--- src/rtl/baseline_restorer.sv ---
// Per-channel ADC baseline restorer: gated EMA baseline tracker with pulse/holdoff freeze,
// baseline-subtracted saturated output with fixed two-cycle latency.
module baseline_restorer #(
    parameter int unsigned DW        = 14,
    parameter int unsigned MAX_SHIFT = 15
) (
    input  logic                 clk_i,
    input  logic                 rstn_i,
    input  logic signed [DW-1:0] dat_i,
    input  logic                 cfg_en_i,
    input  logic [3:0]           cfg_shift_i,
    input  logic [DW-2:0]        cfg_window_i,
    input  logic [15:0]          cfg_holdoff_i,
    output logic signed [DW-1:0] dat_o,
    output logic signed [DW-1:0] baseline_o,
    output logic [1:0]           state_o,
    output logic                 pulse_o
);

    localparam int unsigned AW = DW + MAX_SHIFT + 1;

    localparam logic [3:0]           MaxShift = 4'(MAX_SHIFT);
    localparam logic signed [DW-1:0] SatMax   = {1'b0, {(DW-1){1'b1}}};
    localparam logic signed [DW-1:0] SatMin   = {1'b1, {(DW-1){1'b0}}};
    localparam logic [DW:0]          DOne     = (DW+1)'(1);

    typedef enum logic [1:0] {
        StTrack = 2'b00,
        StPulse = 2'b01,
        StHold  = 2'b10
    } state_e;

    // S1 and tracker state
    logic signed [DW-1:0] r_x;
    logic                 r_vld;
    logic                 r_seed;
    logic [3:0]           r_shift;
    logic signed [AW-1:0] r_acc;
    logic [15:0]          r_cnt;
    state_e               r_state;

    // S2 output registers
    logic signed [DW-1:0] r_dat;
    logic signed [DW-1:0] r_base;
    logic                 r_pulse;

    logic [3:0]           w_shift_new;
    logic                 w_seed;
    logic signed [AW-1:0] w_x_ext;
    logic signed [AW-1:0] w_acc_sh;
    logic signed [AW-1:0] w_seed_acc;
    logic signed [AW-1:0] w_ema;
    logic signed [DW-1:0] w_base;
    logic [DW:0]          w_d;
    logic [DW:0]          w_mag;
    logic                 w_over;
    logic signed [DW-1:0] w_sat;

    logic signed [AW-1:0] w_acc_d;
    logic [15:0]          w_cnt_d;
    logic                 w_seed_d;
    state_e               w_state_d;

    always_comb begin
        w_shift_new = (cfg_shift_i > MaxShift) ? MaxShift : cfg_shift_i;
        // A shift change reseeds so the accumulator scale always matches the active shift.
        w_seed      = r_seed | (w_shift_new != r_shift);
        w_x_ext     = {{(AW-DW){r_x[DW-1]}}, r_x};
        w_acc_sh    = r_acc >>> r_shift;
        w_seed_acc  = w_x_ext <<< w_shift_new;
        w_ema       = r_acc + w_x_ext - w_acc_sh;
        w_base      = w_acc_sh[DW-1:0];
        w_d         = {r_x[DW-1], r_x} - {w_base[DW-1], w_base};
        w_mag       = w_d[DW] ? (~w_d + DOne) : w_d;
        w_over      = w_mag > {2'b00, cfg_window_i};
        if (w_d[DW] != w_d[DW-1]) begin
            w_sat = w_d[DW] ? SatMin : SatMax;
        end else begin
            w_sat = w_d[DW-1:0];
        end
    end

    always_comb begin
        w_acc_d   = r_acc;
        w_cnt_d   = r_cnt;
        w_seed_d  = r_seed;
        w_state_d = r_state;
        if (r_vld) begin
            if (w_seed) begin
                w_acc_d   = w_seed_acc;
                w_state_d = StTrack;
                w_seed_d  = 1'b0;
            end else begin
                unique case (r_state)
                    StTrack: begin
                        if (w_over) begin
                            w_state_d = StPulse;
                        end else begin
                            w_acc_d = w_ema;
                        end
                    end
                    StPulse: begin
                        if (!w_over) begin
                            w_state_d = StHold;
                            w_cnt_d   = cfg_holdoff_i;
                        end
                    end
                    StHold: begin
                        if (w_over) begin
                            w_state_d = StPulse;
                        end else if (r_cnt == '0) begin
                            w_state_d = StTrack;
                        end else begin
                            w_cnt_d = r_cnt - 16'd1;
                        end
                    end
                    default: w_state_d = StTrack;
                endcase
            end
        end
    end

    always_ff @(posedge clk_i) begin
        if (!rstn_i) begin
            r_x     <= '0;
            r_vld   <= 1'b0;
            r_seed  <= 1'b1;
            r_shift <= '0;
            r_acc   <= '0;
            r_cnt   <= '0;
            r_state <= StTrack;
            r_dat   <= '0;
            r_base  <= '0;
            r_pulse <= 1'b0;
        end else begin
            r_x     <= dat_i;
            r_vld   <= 1'b1;
            r_seed  <= w_seed_d;
            r_shift <= w_shift_new;
            r_acc   <= w_acc_d;
            r_cnt   <= w_cnt_d;
            r_state <= w_state_d;
            r_dat   <= cfg_en_i ? w_sat : r_x;
            r_base  <= w_base;
            r_pulse <= (w_state_d == StPulse);
        end
    end

    assign dat_o      = r_dat;
    assign baseline_o = r_base;
    assign state_o    = r_state;
    assign pulse_o    = r_pulse;

endmodule

--- config.mk ---
export PLATFORM = sky130hd
export DESIGN_NAME = baseline_restorer
export DESIGN_NICKNAME = d
export VERILOG_FILES = /design/src/rtl/baseline_restorer.sv
export SDC_FILE = /design/constraint.sdc
export NUM_CORES = 1
export LEC_CHECK = 0
export ABC_AREA = 1
export ABC_CLOCK_PERIOD_IN_PS = 6100
export BUFFER_PORTS_ARGS = -buffer_cell sky130_fd_sc_hd__clkbuf_2
export CORE_UTILIZATION = 35
export CTS_CLUSTER_SIZE = 12
export DETAILED_ROUTE_END_ITERATION = 8
export PLACE_DENSITY = 0.63
export SYNTH_ARGS = -nofsm -noshare
export SYNTH_HDL_FRONTEND = slang
export SYNTH_SLANG_ARGS = --single-unit
--- constraint.sdc ---
create_clock -name clk_i -period 6.1 [get_ports clk_i]
set_input_delay 1.83 -clock clk_i [delete_from_list [all_inputs] [get_ports clk_i]]
set_output_delay 1.83 -clock clk_i [all_outputs]
set_load 0.02 [all_outputs]
* Word-level counts from Yosys, hierarchy flattened
Index checks and enable logic that the tools add are counted.
** Storage, ports and cells
- Register bits :: 97
- Bits of input ports :: 50
- Output and inout bits :: 31
- Word-level logic and storage cells :: 58
** Cells by class
- Add/subtract/negate cells :: 5
- Order comparisons :: 2
- Eq/ne operators :: 9
- Shifts and indexed selects :: 2
- Muxes and demuxes :: 20
- Bitwise logic cells :: 3
- Reductions and logical operators :: 7
** Operators by type and width (number)
- $mux W30 :: 3
- $mux W16 :: 3
- $mux W14 :: 3
- $pmux W16 S2 :: 1
- $add A30 B14 Y30 :: 1
- $sshl A14 B4 Y30 :: 1
- $sshr A30 B4 Y30 :: 1
- $sub A30 B30 Y30 :: 1
- $logic_not A16 Y1 :: 1
- $sub A16 B1 Y16 const B :: 1
- $add A15 B1 Y15 const B :: 1
- $gt A15 B13 Y1 :: 1
- $mux W15 :: 1
- $not A15 Y15 :: 1
- $sub A14 B14 Y15 :: 1
- $mux W2 :: 6
- $ne A2 B2 Y1 const B :: 4
- $pmux W2 S3 :: 1
- $reduce_and A6 Y1 :: 1
- $eq A2 B1 Y1 const B :: 2
- $gt A4 B4 Y1 const B :: 1
- $mux W4 :: 1
- $ne A4 B4 Y1 :: 1
- $reduce_bool A2 Y1 :: 2
- other kinds (8) :: 8

* Longest topological paths before layout
- Depth in word-level cells :: 11
- Depth in mapped cells :: 39
- Gate-level depth less buffers :: 38

* Worst setup path before layout
Ideal clock, no wire load.
- Path kind :: reg-to-reg
- Start point :: register r_shift[0]
- End point :: register r_acc[16]
- Library setup time :: 0.112 ns
- Arrival time :: 4.760 ns
- Data required time :: 5.988 ns
- Slack :: 1.228 ns
- Stages on the path, launching flop included :: 29
- Buffers on the path :: 4
- Period minus slack after synthesis :: 4.872 ns
- Cells stage by stage :: dfxtp_1 -> clkbuf_1 -> clkbuf_1 -> o21ai_0 -> nand2_1 -> o21ai_0 -> o21ai_0 -> inv_1 -> o21ai_0 -> ha_1 -> inv_1 -> fa_1 -> inv_1 -> ha_1 -> nand3_1 -> nor2_1 -> nand3_1 -> o31ai_1 -> xor2_1 -> ha_1 -> nand2_1 -> nor4_1 -> nand4_2 -> nand3_4 -> nand3_4 -> buf_6 -> buf_6 -> nor2_2 -> nor2_1
** On the way
- Cells in the longest elaborated chain, start to end :: 8
- Elaborated cells between the ends (all ways) :: 15
- Those cells by class :: 3 x add/sub; 1 x order compare; 2 x eq/ne; 1 x shift; 4 x mux; 2 x bitwise; 2 x reduce/logical
** RTL lines
- from (decl) :: RTL line 37 : logic [3:0] r_shift;
- from (signal assigned) :: RTL line 139 : r_shift <= w_shift_new;
- $sshr A30 B4 Y30 (*) :: RTL line 69 : w_acc_sh = r_acc >>> r_shift;
- net w_acc_sh[0] :: RTL line 50 : logic signed [AW-1:0] w_acc_sh;
- $sub A14 B14 Y15 :: RTL line 73 : w_d = {r_x[DW-1], r_x} - {w_base[DW-1], w_base};
- $not A15 Y15 :: RTL line 74 : w_mag = w_d[DW] ? (~w_d + DOne) : w_d;
- $add A15 B1 Y15 :: RTL line 74
- $mux W15 :: RTL line 74
- $gt A15 B13 Y1 :: RTL line 75 : w_over = w_mag > {2'b00, cfg_window_i};
- $ne A2 B2 Y1 (no source line)
- $reduce_and A3 Y1 (no source line)
- to (signal assigned) :: RTL line 140 : r_acc <= w_acc_d;
- to (decl) :: RTL line 38 : logic signed [AW-1:0] r_acc;
Mark *: on every way through the listed nets, which the timed path passes. The rest lies on a longest branch. The select of a mux whose other input is x is not followed.
A chain may end at the register's enable or synchronous reset.

* Worst setup path after layout
- Start point :: register r_shift[0]
- End point :: register r_acc[29]
** On the way
- Cells in the longest elaborated chain, start to end :: 8
- Elaborated cells between the ends (all ways) :: 15
- Those cells by class :: 3 x add/sub; 1 x order compare; 2 x eq/ne; 1 x shift; 4 x mux; 2 x bitwise; 2 x reduce/logical
** RTL lines (RTL line)
- $sshr A30 B4 Y30 :: 69
- $sub A14 B14 Y15 :: 73
- $not A15 Y15 :: 74
- $add A15 B1 Y15 :: 74
- $mux W15 :: 74
- $gt A15 B13 Y1 :: 75
- $ne A2 B2 Y1 (no source line)
- $reduce_and A3 Y1 (no source line)
Parallel ways exist; a longest one is shown, timed or not. The select of a mux whose other input is x is not followed.

==> metrics.md <==
| Metric | Value |
|---|---|
| Hold buffer count at cts | 0 |
| Clock period minus worst slack | roughly 5500 ps |
| Area delta synth->final | 10.8% |
| Core area | between 20000 and 30000 um^2 |
| Die footprint | slightly below 30000 um^2 |
| Post-CTS Setup Inserts | 0 |
| Number of global-route vias before repair | ~9500 |
| Htree depth | 3 |
| Multi-input logic area | 6790 um^2 |
| Worst path max stage delay | roughly 460 ps |
| Final HPWL DP | ~24000 um |
| CTS root buf | clkbuf_16 |
| Die Span X | ~170 um |
| Final Instance Count excl. Fillers | approximately 2100 |
| # DRC | 0 |
| DR vias/cell | 4.97 |
| WS Path Type | reg -> reg |
| CP Max Fanout | 60 |
| GP Congestion | about 0.92 |
| Worst Path Required | between 6000 and 7000 ps |
| Outcome | complete, no violations |
| Worst slew margin | 0.471 |
| Critical Path Start Type | flop |
| Max Cap Viol | 0 |
| Inst Count DP | a little over 2000 |
| Net Sw Power | between 0.001 and 0.0015 W |
| #FFs+latches synth | 97 |
| Initial Util | 0.359 |
| Critical Path AT | around 5800 ps |
| Die span in y | ~170 um |
| Switch share | 0.455 |
| Routed WL | 30300 um |
| Ports | 81 |
| Mapped Cells | 1630 |
| Synthesized area per cell | ~6 um^2 |
| Int Power | approximately 0.0016 W |
| Reg power frac | 0.240 |
| Layout cells sized above 1 | 0.0964 |
| Pins over their slew limit | 0 |
| Port Buf Inserts | 80 |
| Achievable Freq | roughly 180 MHz |
| Largest net degree at the start of global routing | 70 |
| Comb pwr share | 0.536 |
| Pin slew with the least headroom to its limit | roughly 790 ps |
| Clk sinks | 97 |
| Post-Syn Area | approximately 10000 um^2 |
| Yosys cell types | 57 |
| Primary FF master, synth | dfxtp_1 |
| Initial antenna violation count | 0 |
| Maximum vdd drop | 0.000106 V |
| DR vias | about 10000 |
| Syn Nets | ~1800 |
| Unrepaired setup endpoints after global routing | no |
| HP Class | reg -> reg |
| Row count | 61 |
| CP max-delay cell | a21boi_1 |
| Final hold violations | 0 |
| Clk slew on worst S/H paths | ~80 ps |
| FFs w/ async S/R, synth | 0 |
| Post-synth EDFFs | 0 |
| Setup TNS | 0 ps |
| First-pass detailed-route iteration total | 5 |
| Clk pwr share | 0.223 |
| Leak | about 5.9 nW |
| Synth warn | 0 |
| # resized after CTS | 0 |
| Routed length per placed instance | approximately 15 um |
| Final #Nets | 1820 |
| Final period util | 0.905 |
| All-layer global routing usage | 0.211 |
| Sequential share of the synthesized area | 0.194 |
| First-pass GRT wire length | 48500 um |
| Post-DRT Antenna Nets | 0 |
| CP endpoint kind | flop |
| CTS tree | yes |
| Register area | about 1900 um^2 |
| Setup Skew | around 12 ps |
| Clk Latency, worst-skew pair | 360 ps |
| Initial DRC Count | roughly 790 |
| Clock Path Buffers | 2 |
| Cell Pwr Density | about 270 nW/um^2 |
| Diodes inserted | 0 |
| Num CTS Buffers | 9 |
| Congestion Overflow GR | 0 |
| CP most frequent cell | nand2_1 |
| Final setup vio count | 0 |
| Fill count | about 3100 |
## worst max-delay path, delay by kind of cell, from the launching register on
kind	cells	cell delay [ps]
and+or+nand+nor	20	1980
AOI/OAI and AO/OA	8	1460
buffers and inverters	4	700
adders and majority gates	2	670
DFF	1	370
xor gates and xnor gates	1	160
## state kept, by name (all words and copies together) (netlist names)
| signal | flops |
|---|---|
| r_shift | 4 |
| state_o | 2 |
| baseline_o | 14 |
| dat_o | 14 |
| r_vld | 1 |
| r_seed | 1 |
| pulse_o | 1 |
| r_cnt | 16 |
| r_x | 14 |
| r_acc | 30 |
## cells in the mapped netlist, drive strengths merged, types with 5 or more instances
library cell | instances | area [um^2]
xnor2 | 8 | 70.1
xor2 | 25 | 219
nand3 | 58 | 330
o21bai | 8 | 60.1
o211ai | 11 | 96.3
clkbuf | 43 | 161
a21oi | 80 | 400
nand3b | 8 | 60.1
mux2i | 28 | 280
nor3 | 13 | 76.3
dfxtp | 97 | 1940
nand4 | 15 | 106
o22ai | 6 | 37.5
fa | 30 | 601
ha | 63 | 788
or2 | 7 | 43.8
buf | 16 | 92.6
inv | 272 | 1020
nor4 | 5 | 31.3
nand2 | 454 | 1750
nor2 | 175 | 689
o21ai | 166 | 831
## area by class of cell
cell class                 count  share of cell area
inverter                     275              0.0935
tap                          378              0.0426
sequential                    97               0.175
clock buffer                  11              0.0228
clock inverter                 4             0.00688
timing repair buffer          95              0.0477
multi-input combinational   1199               0.612
## power by group through the flow
stage / logic [W] / clock network (W) / registers, W
3_3_place_gp: 0.00155 / 0 / 0.000725
2_1_floorplan: 0.00115 / 0 / 0.000744
3_5_place_dp: 0.00156 / 0 / 0.000725
5_1_grt: 0.00179 / 0.000694 / 0.000715
4_1_cts: 0.00157 / 0.000669 / 0.000710
6_report: 0.00159 / 0.000660 / 0.000711
## worst paths after layout
check                           slack (ps)  cells after the start   endpoint  startpoint
worst max-delay path                   580                     35  r_acc[29]  r_shift[0]
worst min-delay path                   520                      2  r_cnt[12]   r_cnt[12]
worst max register to register         580                     35  r_acc[29]  r_shift[0]
worst min register to register         520                      2  r_cnt[12]   r_cnt[12]
## stage by stage
step | worst slack (ps) | area, um^2 | power [W] | util | hold WS [ps]
final | 577 | 11100 | 0.00296 | 0.397 | 518
after global routing | 33.2 | 11100 | 0.00320 | 0.397 | 546
after CTS | 208 | 11100 | 0.00295 | 0.397 | 518
after detailed placement | 257 | 10800 | 0.00228 | 0.385 | 506
after global placement | 258 | 10800 | 0.00227 | 0.385 | 498
after floorplan | 1230 | 10000 | 0.00189 | - | 419
## routing by layer
metal | track usage | part of all wire | vias up
li1 | - | - | 5254
met1 | 0.291 | 0.48 | 4645
met2 | 0.340 | 0.45 | 293
met3 | 0.0292 | 0.060 | 37
met4 | 0.0613 | 0.019 | 0
met5 | 0 | 0 | -
## logic make-up (layout without fill, tap and decap cells)
kind of cell,Yosys count,count (layout),synth area share
muxes,28,28,0.0280
buffers and inverters,334,385,0.129
AOI/OAI and AO/OA,303,303,0.169
xor gates and xnor gates,33,33,0.0289
DFF,97,97,0.194
adders and majority gates,93,93,0.139
and+or+nand+nor,742,742,0.313
## placed cells by master (no fill, tap or decap), drive strengths merged, types with 2 or more instances in the layout
master,n
nand2,454
inv,272
nor2,175
o21ai,166
dfxtp,97
clkbuf,91
a21oi,80
ha,63
nand3,58
fa,30
mux2i,28
xor2,25
nand4,15
buf,15
nor3,13
o211ai,11
o21bai,8
nand3b,8
xnor2,8
or2,7
o22ai,6
nor4,5
and2,4
a21o,4
o221ai,4
clkinv,4
a21boi,4
a221oi,3
a211oi,3
o31ai,2
a22oi,2
a32o,2
a22o,2
bufinv,2
Power figures use the tool's default switching activity.
